[src/rtl/imem_pixel_reader.sv]
// IMEM read side: fetches R,G,B bytes per pixel and streams {R,G,B} pixels over valid/ready.
// Define IMEM_READER_BGR_ORDER_EN when IMEM holds bytes as B,G,R; pix_data stays {R,G,B}.
module imem_pixel_reader #(
  parameter int unsigned                IMEM_WIDTH     = 8,
  parameter int unsigned                ADDR_WIDTH     = 32,
  parameter logic [ADDR_WIDTH-1:0]      IMEM_BASE_ADDR = '0,
  parameter int unsigned                MAX_PIXELS     = 40 * 1024
) (
  input  logic                        clk,
  input  logic                        rst_n,
  input  logic                        start,
  input  logic                        pause,
  input  logic                        abort,
  input  logic [15:0]                 num_pixels,
  output logic                        mem_rd_en,
  output logic [ADDR_WIDTH-1:0]       mem_rd_addr,
  input  logic [IMEM_WIDTH-1:0]       mem_rd_data,
  output logic                        pix_valid,
  input  logic                        pix_ready,
  output logic [3*IMEM_WIDTH-1:0]     pix_data,
  output logic                        pix_last,
  output logic [2:0]                  state,
  output logic                        busy,
  output logic                        done
);

  typedef enum logic [2:0] {
    ST_RESET = 3'd0,
    ST_WAIT  = 3'd1,
    ST_PROC  = 3'd2,
    ST_PAUSE = 3'd3,
    ST_ABORT = 3'd4,
    ST_DONE  = 3'd5
  } state_t;

  state_t                  state_q;
  logic [15:0]             n_q;
  logic [15:0]             idx_q;
  logic [1:0]              rd_cnt_q;
  logic                    cap_vld_q;
  logic [1:0]              cap_off_q;
  logic [IMEM_WIDTH-1:0]   byte0_q;
  logic [IMEM_WIDTH-1:0]   byte1_q;

  logic [15:0]             n_clamp;
  logic [15:0]             idx_nxt;
  logic [3*IMEM_WIDTH-1:0] pix_nxt;

  function automatic logic [ADDR_WIDTH-1:0] addr_of(input logic [15:0] i);
    return IMEM_BASE_ADDR + ADDR_WIDTH'({i, 1'b0}) + ADDR_WIDTH'(i);
  endfunction

  always_comb begin
    n_clamp = num_pixels;
    if (32'(num_pixels) > MAX_PIXELS) n_clamp = 16'(MAX_PIXELS);
    idx_nxt = idx_q + 16'd1;
    // third byte is assembled straight from the memory bus in the cycle it arrives
`ifdef IMEM_READER_BGR_ORDER_EN
    pix_nxt = {mem_rd_data, byte1_q, byte0_q};
`else
    pix_nxt = {byte0_q, byte1_q, mem_rd_data};
`endif
  end

  assign state = state_q;
  assign busy  = (state_q == ST_PROC) || (state_q == ST_PAUSE);
  assign done  = (state_q == ST_DONE);

  always_ff @(posedge clk or negedge rst_n) begin
    if (!rst_n) begin
      state_q     <= ST_RESET;
      n_q         <= '0;
      idx_q       <= '0;
      rd_cnt_q    <= '0;
      cap_vld_q   <= 1'b0;
      cap_off_q   <= '0;
      byte0_q     <= '0;
      byte1_q     <= '0;
      mem_rd_en   <= 1'b0;
      mem_rd_addr <= '0;
      pix_valid   <= 1'b0;
      pix_data    <= '0;
      pix_last    <= 1'b0;
    end else begin
      case (state_q)
        ST_RESET: state_q <= ST_WAIT;

        ST_WAIT: begin
          if (start) begin
            n_q       <= n_clamp;
            idx_q     <= '0;
            cap_vld_q <= 1'b0;
            if (n_clamp == 16'd0) begin
              state_q <= ST_DONE;
            end else begin
              state_q     <= ST_PROC;
              mem_rd_en   <= 1'b1;
              mem_rd_addr <= addr_of(16'd0);
              rd_cnt_q    <= '0;
            end
          end
        end

        ST_PROC: begin
          if (abort) begin
            state_q   <= ST_ABORT;
            mem_rd_en <= 1'b0;
            pix_valid <= 1'b0;
            pix_last  <= 1'b0;
            cap_vld_q <= 1'b0;
          end else begin
            cap_vld_q <= mem_rd_en;
            cap_off_q <= rd_cnt_q;
            if (mem_rd_en) begin
              if (rd_cnt_q == 2'd2) begin
                mem_rd_en <= 1'b0;
                rd_cnt_q  <= '0;
              end else begin
                rd_cnt_q    <= rd_cnt_q + 2'd1;
                mem_rd_addr <= mem_rd_addr + 1'b1;
              end
            end
            if (cap_vld_q) begin
              case (cap_off_q)
                2'd0: byte0_q <= mem_rd_data;
                2'd1: byte1_q <= mem_rd_data;
                default: begin
                  pix_data  <= pix_nxt;
                  pix_valid <= 1'b1;
                  pix_last  <= (idx_q == n_q - 16'd1);
                end
              endcase
            end
            // the accept edge is the pixel boundary: pause is decided here, before the next fetch
            if (pix_valid && pix_ready) begin
              pix_valid <= 1'b0;
              pix_last  <= 1'b0;
              if (pix_last) begin
                state_q <= ST_DONE;
              end else begin
                idx_q <= idx_nxt;
                if (pause) begin
                  state_q <= ST_PAUSE;
                end else begin
                  mem_rd_en   <= 1'b1;
                  mem_rd_addr <= addr_of(idx_nxt);
                  rd_cnt_q    <= '0;
                end
              end
            end
          end
        end

        ST_PAUSE: begin
          if (abort) begin
            state_q <= ST_ABORT;
          end else if (!pause) begin
            state_q     <= ST_PROC;
            mem_rd_en   <= 1'b1;
            mem_rd_addr <= addr_of(idx_q);
            rd_cnt_q    <= '0;
          end
        end

        ST_ABORT: state_q <= ST_WAIT;

        ST_DONE: begin
          if (!start) state_q <= ST_WAIT;
        end

        default: state_q <= ST_RESET;
      endcase
    end
  end

endmodule

[config.mk]
export PLATFORM = sky130hd
export DESIGN_NAME = imem_pixel_reader
export DESIGN_NICKNAME = d
export VERILOG_FILES = /design/src/rtl/imem_pixel_reader.sv
export SDC_FILE = /design/constraint.sdc
export NUM_CORES = 1
export LEC_CHECK = 0
export ABC_CLOCK_PERIOD_IN_PS = 4900
export BUFFER_PORTS_ARGS = -buffer_cell sky130_fd_sc_hd__buf_2
export CAP_MARGIN = 20
export CORE_MARGIN = 4
export CORE_UTILIZATION = 51
export CTS_CLUSTER_DIAMETER = 60
export DETAILED_ROUTE_END_ITERATION = 6
export PLACE_DENSITY = 0.71
export SLEW_MARGIN = 20
export SYNTH_ARGS = -nofsm -noshare
export SYNTH_HDL_FRONTEND = slang
export SYNTH_SLANG_ARGS = --single-unit
[constraint.sdc]
create_clock -name clk -period 4.9 [get_ports clk]
set_input_delay 0.49 -clock clk [delete_from_list [all_inputs] [get_ports clk]]
set_output_delay 0.49 -clock clk [all_outputs]
set_load 0.01 [all_outputs]
==> impl_metrics.yaml <==
outcome:
  run_status: "completed"
clock_tree:
  clock_latency_ns: 0.42
  clock-root-buffer: "clkbuf_16"
  ctsResizeCount: 0
  h-tree-depth: 4
  cts_setup_buffers: 0
  cts.hold.buffers_added: 0
  clk_pin_slew_ns: 0.06
  cts_buffers: 17
  cts_tree: "built"
  cts.sinks: 115
  cts.path.max_buffers: 2
layout:
  final_common_cell: "dfrtp_1"
  num-nets-final: 1009
  layout_common_cells: "dfrtp_1 (115), nand2_1 (92), buf_2 (92)"
  area_delta_synth_final_pct: 15.4
  fillers: 1263
  diodes: 0
  final_area_sq_mm: 0.00893
  drive_gt1_share_pct: 20.0
place:
  dp_hpwl_microns: 13500
  io_buffers: 93
  place_area_sq_mm: 0.00832
  gp_congestion: 0.872
timing:
  tns_ns: 0
  hold_violations: 0
  finalCritPeriodShare_pct: 75.1
  slew_headroom_pct: 34.4
  fmaxAchievable_mhz: 272
  maxSlewViolCount: 0
  tightest_slew_ns: 0.980
  rsz0062_at_grt: "no"
  hold_ws_ns: 0.0826
  clock_skew_ns: 0.00693
  fin_crit_ns: 3.68
  setup_viol: 0
flow_run:
  cap_violations: 0
floorplan:
  die_area_sq_mm: 0.0172
  core_area_sq_mm: 0.0147
  start_util_pct: 52.6
  die-width_microns: 131
  pin_count: 94
  die_h_microns: 131
  core.rowCount: 44
yosys:
  ys_types: 73
  synth.cell_area_sq_mm: 0.00774
  synth_ff_type: "dfrtp_1"
  yosys.area_share.xor_xnor_pct: 8.47
  netlist_instances: 863
  synth_fp_nets: 928
  ys_seq_area_share_pct: 37.2
  synthSimpleGateAreaFrac_pct: 20.6
  synth_top_family_by_area: "simple AND/OR/NAND/NOR gates"
  ys_warn_count: 0
  synth_edf_count: 0
  synth.avg_cell_area_sq_um: 8.96
  synth_fa_ha_area_share_pct: 5.76
  synth-async-reset-ratio_pct: 100
  synth.area.mux_share_pct: 7.07
  ys_ff_latch: 115
  synth_compound_area_share_pct: 17.7
grt:
  antenna_found_initial: 0
  grt_pass1_wl_microns: 30500
  grt_max_degree: 81
  grt_pass1_vias: 6091
  grt-ovfl-total: 0
  track_usage_pct: 21.5
drt:
  postRouteWirelength_microns: 18400
  drc: 0
  post_drt_wl_per_cell_microns: 16.2
  drt-vias-per-instance: 5.75
  detail-route-antenna-nets: 0
  first_iter_violations: 411
  vias: 6559
  dr.pass1.iters: 5
critical_path:
  critPathLaunch: "idx_q[0]"
  reg2reg_from: "idx_q[0]"
  arrival_ns: 3.97
  startpoint_type: "flip-flop"
  crit_fanout: 14
  setup.worst_path.class: "flip-flop to flip-flop"
  endpoint_kind: "flip-flop"
  cp_data_required_time_ns: 5.19
power:
  power_density_mw_per_mm2: 415
  peakVddDrop_uv: 322
  power.leakage_nw: 4.22
worst_hold_path:
  hp-class: "primary input to asynchronous set/reset pin"
## worst paths after layout
kind                                    to  slack [ns]  cells after the start
setup / recovery           mem_rd_addr[17]        1.22                     12
hold / removal              mem_rd_addr[2]        0.08                      1
setup reg to reg           mem_rd_addr[17]        1.22                     12
hold reg to reg               pix_data[16]        0.50                      1
max in group asynchronous          n_q[11]        3.90                      2
min in group clk                    n_q[3]        0.30                      2
## cell usage after synthesis, types with 3 or more instances
master | n | area [sq um]
and2_1 | 8 | 50.1
a31oi_1 | 5 | 31.3
o311ai_0 | 4 | 35.0
o21bai_1 | 5 | 37.5
and4_1 | 9 | 78.8
a22o_1 | 14 | 123
nor3b_1 | 3 | 22.5
buf_1 | 3 | 11.3
a21oi_1 | 57 | 285
a211oi_1 | 9 | 67.6
xnor2_1 | 46 | 403
mux2_2 | 45 | 507
nand3_1 | 33 | 165
a21o_1 | 6 | 45.0
nor2b_1 | 8 | 50.1
nand4_1 | 12 | 75.1
nand3b_1 | 4 | 30.0
ha_1 | 34 | 425
nand2_1 | 92 | 345
o2111ai_1 | 3 | 26.3
o221ai_1 | 4 | 35.0
nor4_1 | 3 | 18.8
or2_2 | 4 | 25.0
or3_1 | 9 | 56.3
o31ai_1 | 11 | 82.6
dfrtp_1 | 115 | 2880
o22ai_1 | 3 | 18.8
nand2b_1 | 18 | 113
nor3_1 | 22 | 110
clkbuf_1 | 28 | 105
mux2i_1 | 4 | 40.0
nor2_1 | 58 | 218
o21ai_0 | 71 | 355
and3_1 | 11 | 68.8
xor2_1 | 27 | 236
inv_1 | 29 | 109
## routing by layer
layer | vias up | share of wire [%] | global-route usage (%)
met2 | 169 | 45 | 32.9
met1 | 3062 | 48 | 29.8
met4 | 0 | 2.1 | 8.52
met3 | 27 | 5.1 | 4.66
met5 | - | 0 | 0
li1 | 3301 | - | -
## power breakdown
| group | switching (mW) | internal (mW) | total (mW) | leakage, nW |
|---|---|---|---|---|
| combinational | 0.641 | 0.475 | 1.12 | 2.38 |
| clock | 0.447 | 0.812 | 1.26 | 0.279 |
| sequential | 0.209 | 1.12 | 1.33 | 1.56 |
| total | 1.30 | 2.41 | 3.71 | 4.22 |
## critical path, stage by stage, from the launching register on
cell and delay [ns]:
dfrtp_1 0.61, ha_1 0.37, and3_1 0.26, xor2_1 0.27, ha_1 0.34, a21oi_1 0.15
nand3_1 0.09, a21oi_1 0.28, o21bai_1 0.19, a311oi_2 0.42, a21oi_1 0.12, o311ai_0 0.31
nand3_1 0.12
## flip-flops by register name, summed over array words and instances (netlist names)
signal       cells
cap_off_q        2
byte1_q          8
n_q             16
mem_rd_en        1
byte0_q          8
pix_valid        1
pix_data        24
idx_q           16
pix_last         1
cap_vld_q        1
rd_cnt_q         2
mem_rd_addr     32
state            3
## cell families (layout without fill, tap and decap cells)
group,after synthesis,after routing
AND/OR/NAND/NOR,309,309
AO/OA/AOI/OAI,217,217
flip-flops,115,115
XOR/XNOR,74,74
buffers and inverters,64,158
multiplexers,49,49
adder cells (fa/ha/maj),35,35
## stage by stage
| stage | power [mW] | utilization, % | cells | setup slack (ns) |
|---|---|---|---|---|
| 2_1_floorplan | 2.13 | - | 863 | 1.77 |
| 3_3_place_gp | 2.44 | 56.6 | 1109 | 1.41 |
| 4_1_cts | 3.73 | 60.7 | 1141 | 1.26 |
| 5_1_grt | 3.93 | 60.7 | 1141 | 0.948 |
| 6_report | 3.71 | 60.7 | 1141 | 1.22 |
| 3_5_place_dp | 2.46 | 56.6 | 1109 | 1.28 |
## layout make-up
class | count | area, sq um | share of cell area (%)
multi-input combinational | 684 | 4610 | 51.6
sequential | 115 | 2880 | 32.2
timing repair buffer | 97 | 502 | 5.62
clock buffer | 20 | 447 | 5.00
tap | 184 | 230 | 2.58
clock inverter | 12 | 155 | 1.74
inverter | 29 | 109 | 1.22
(Power assumes the default switching activity.)
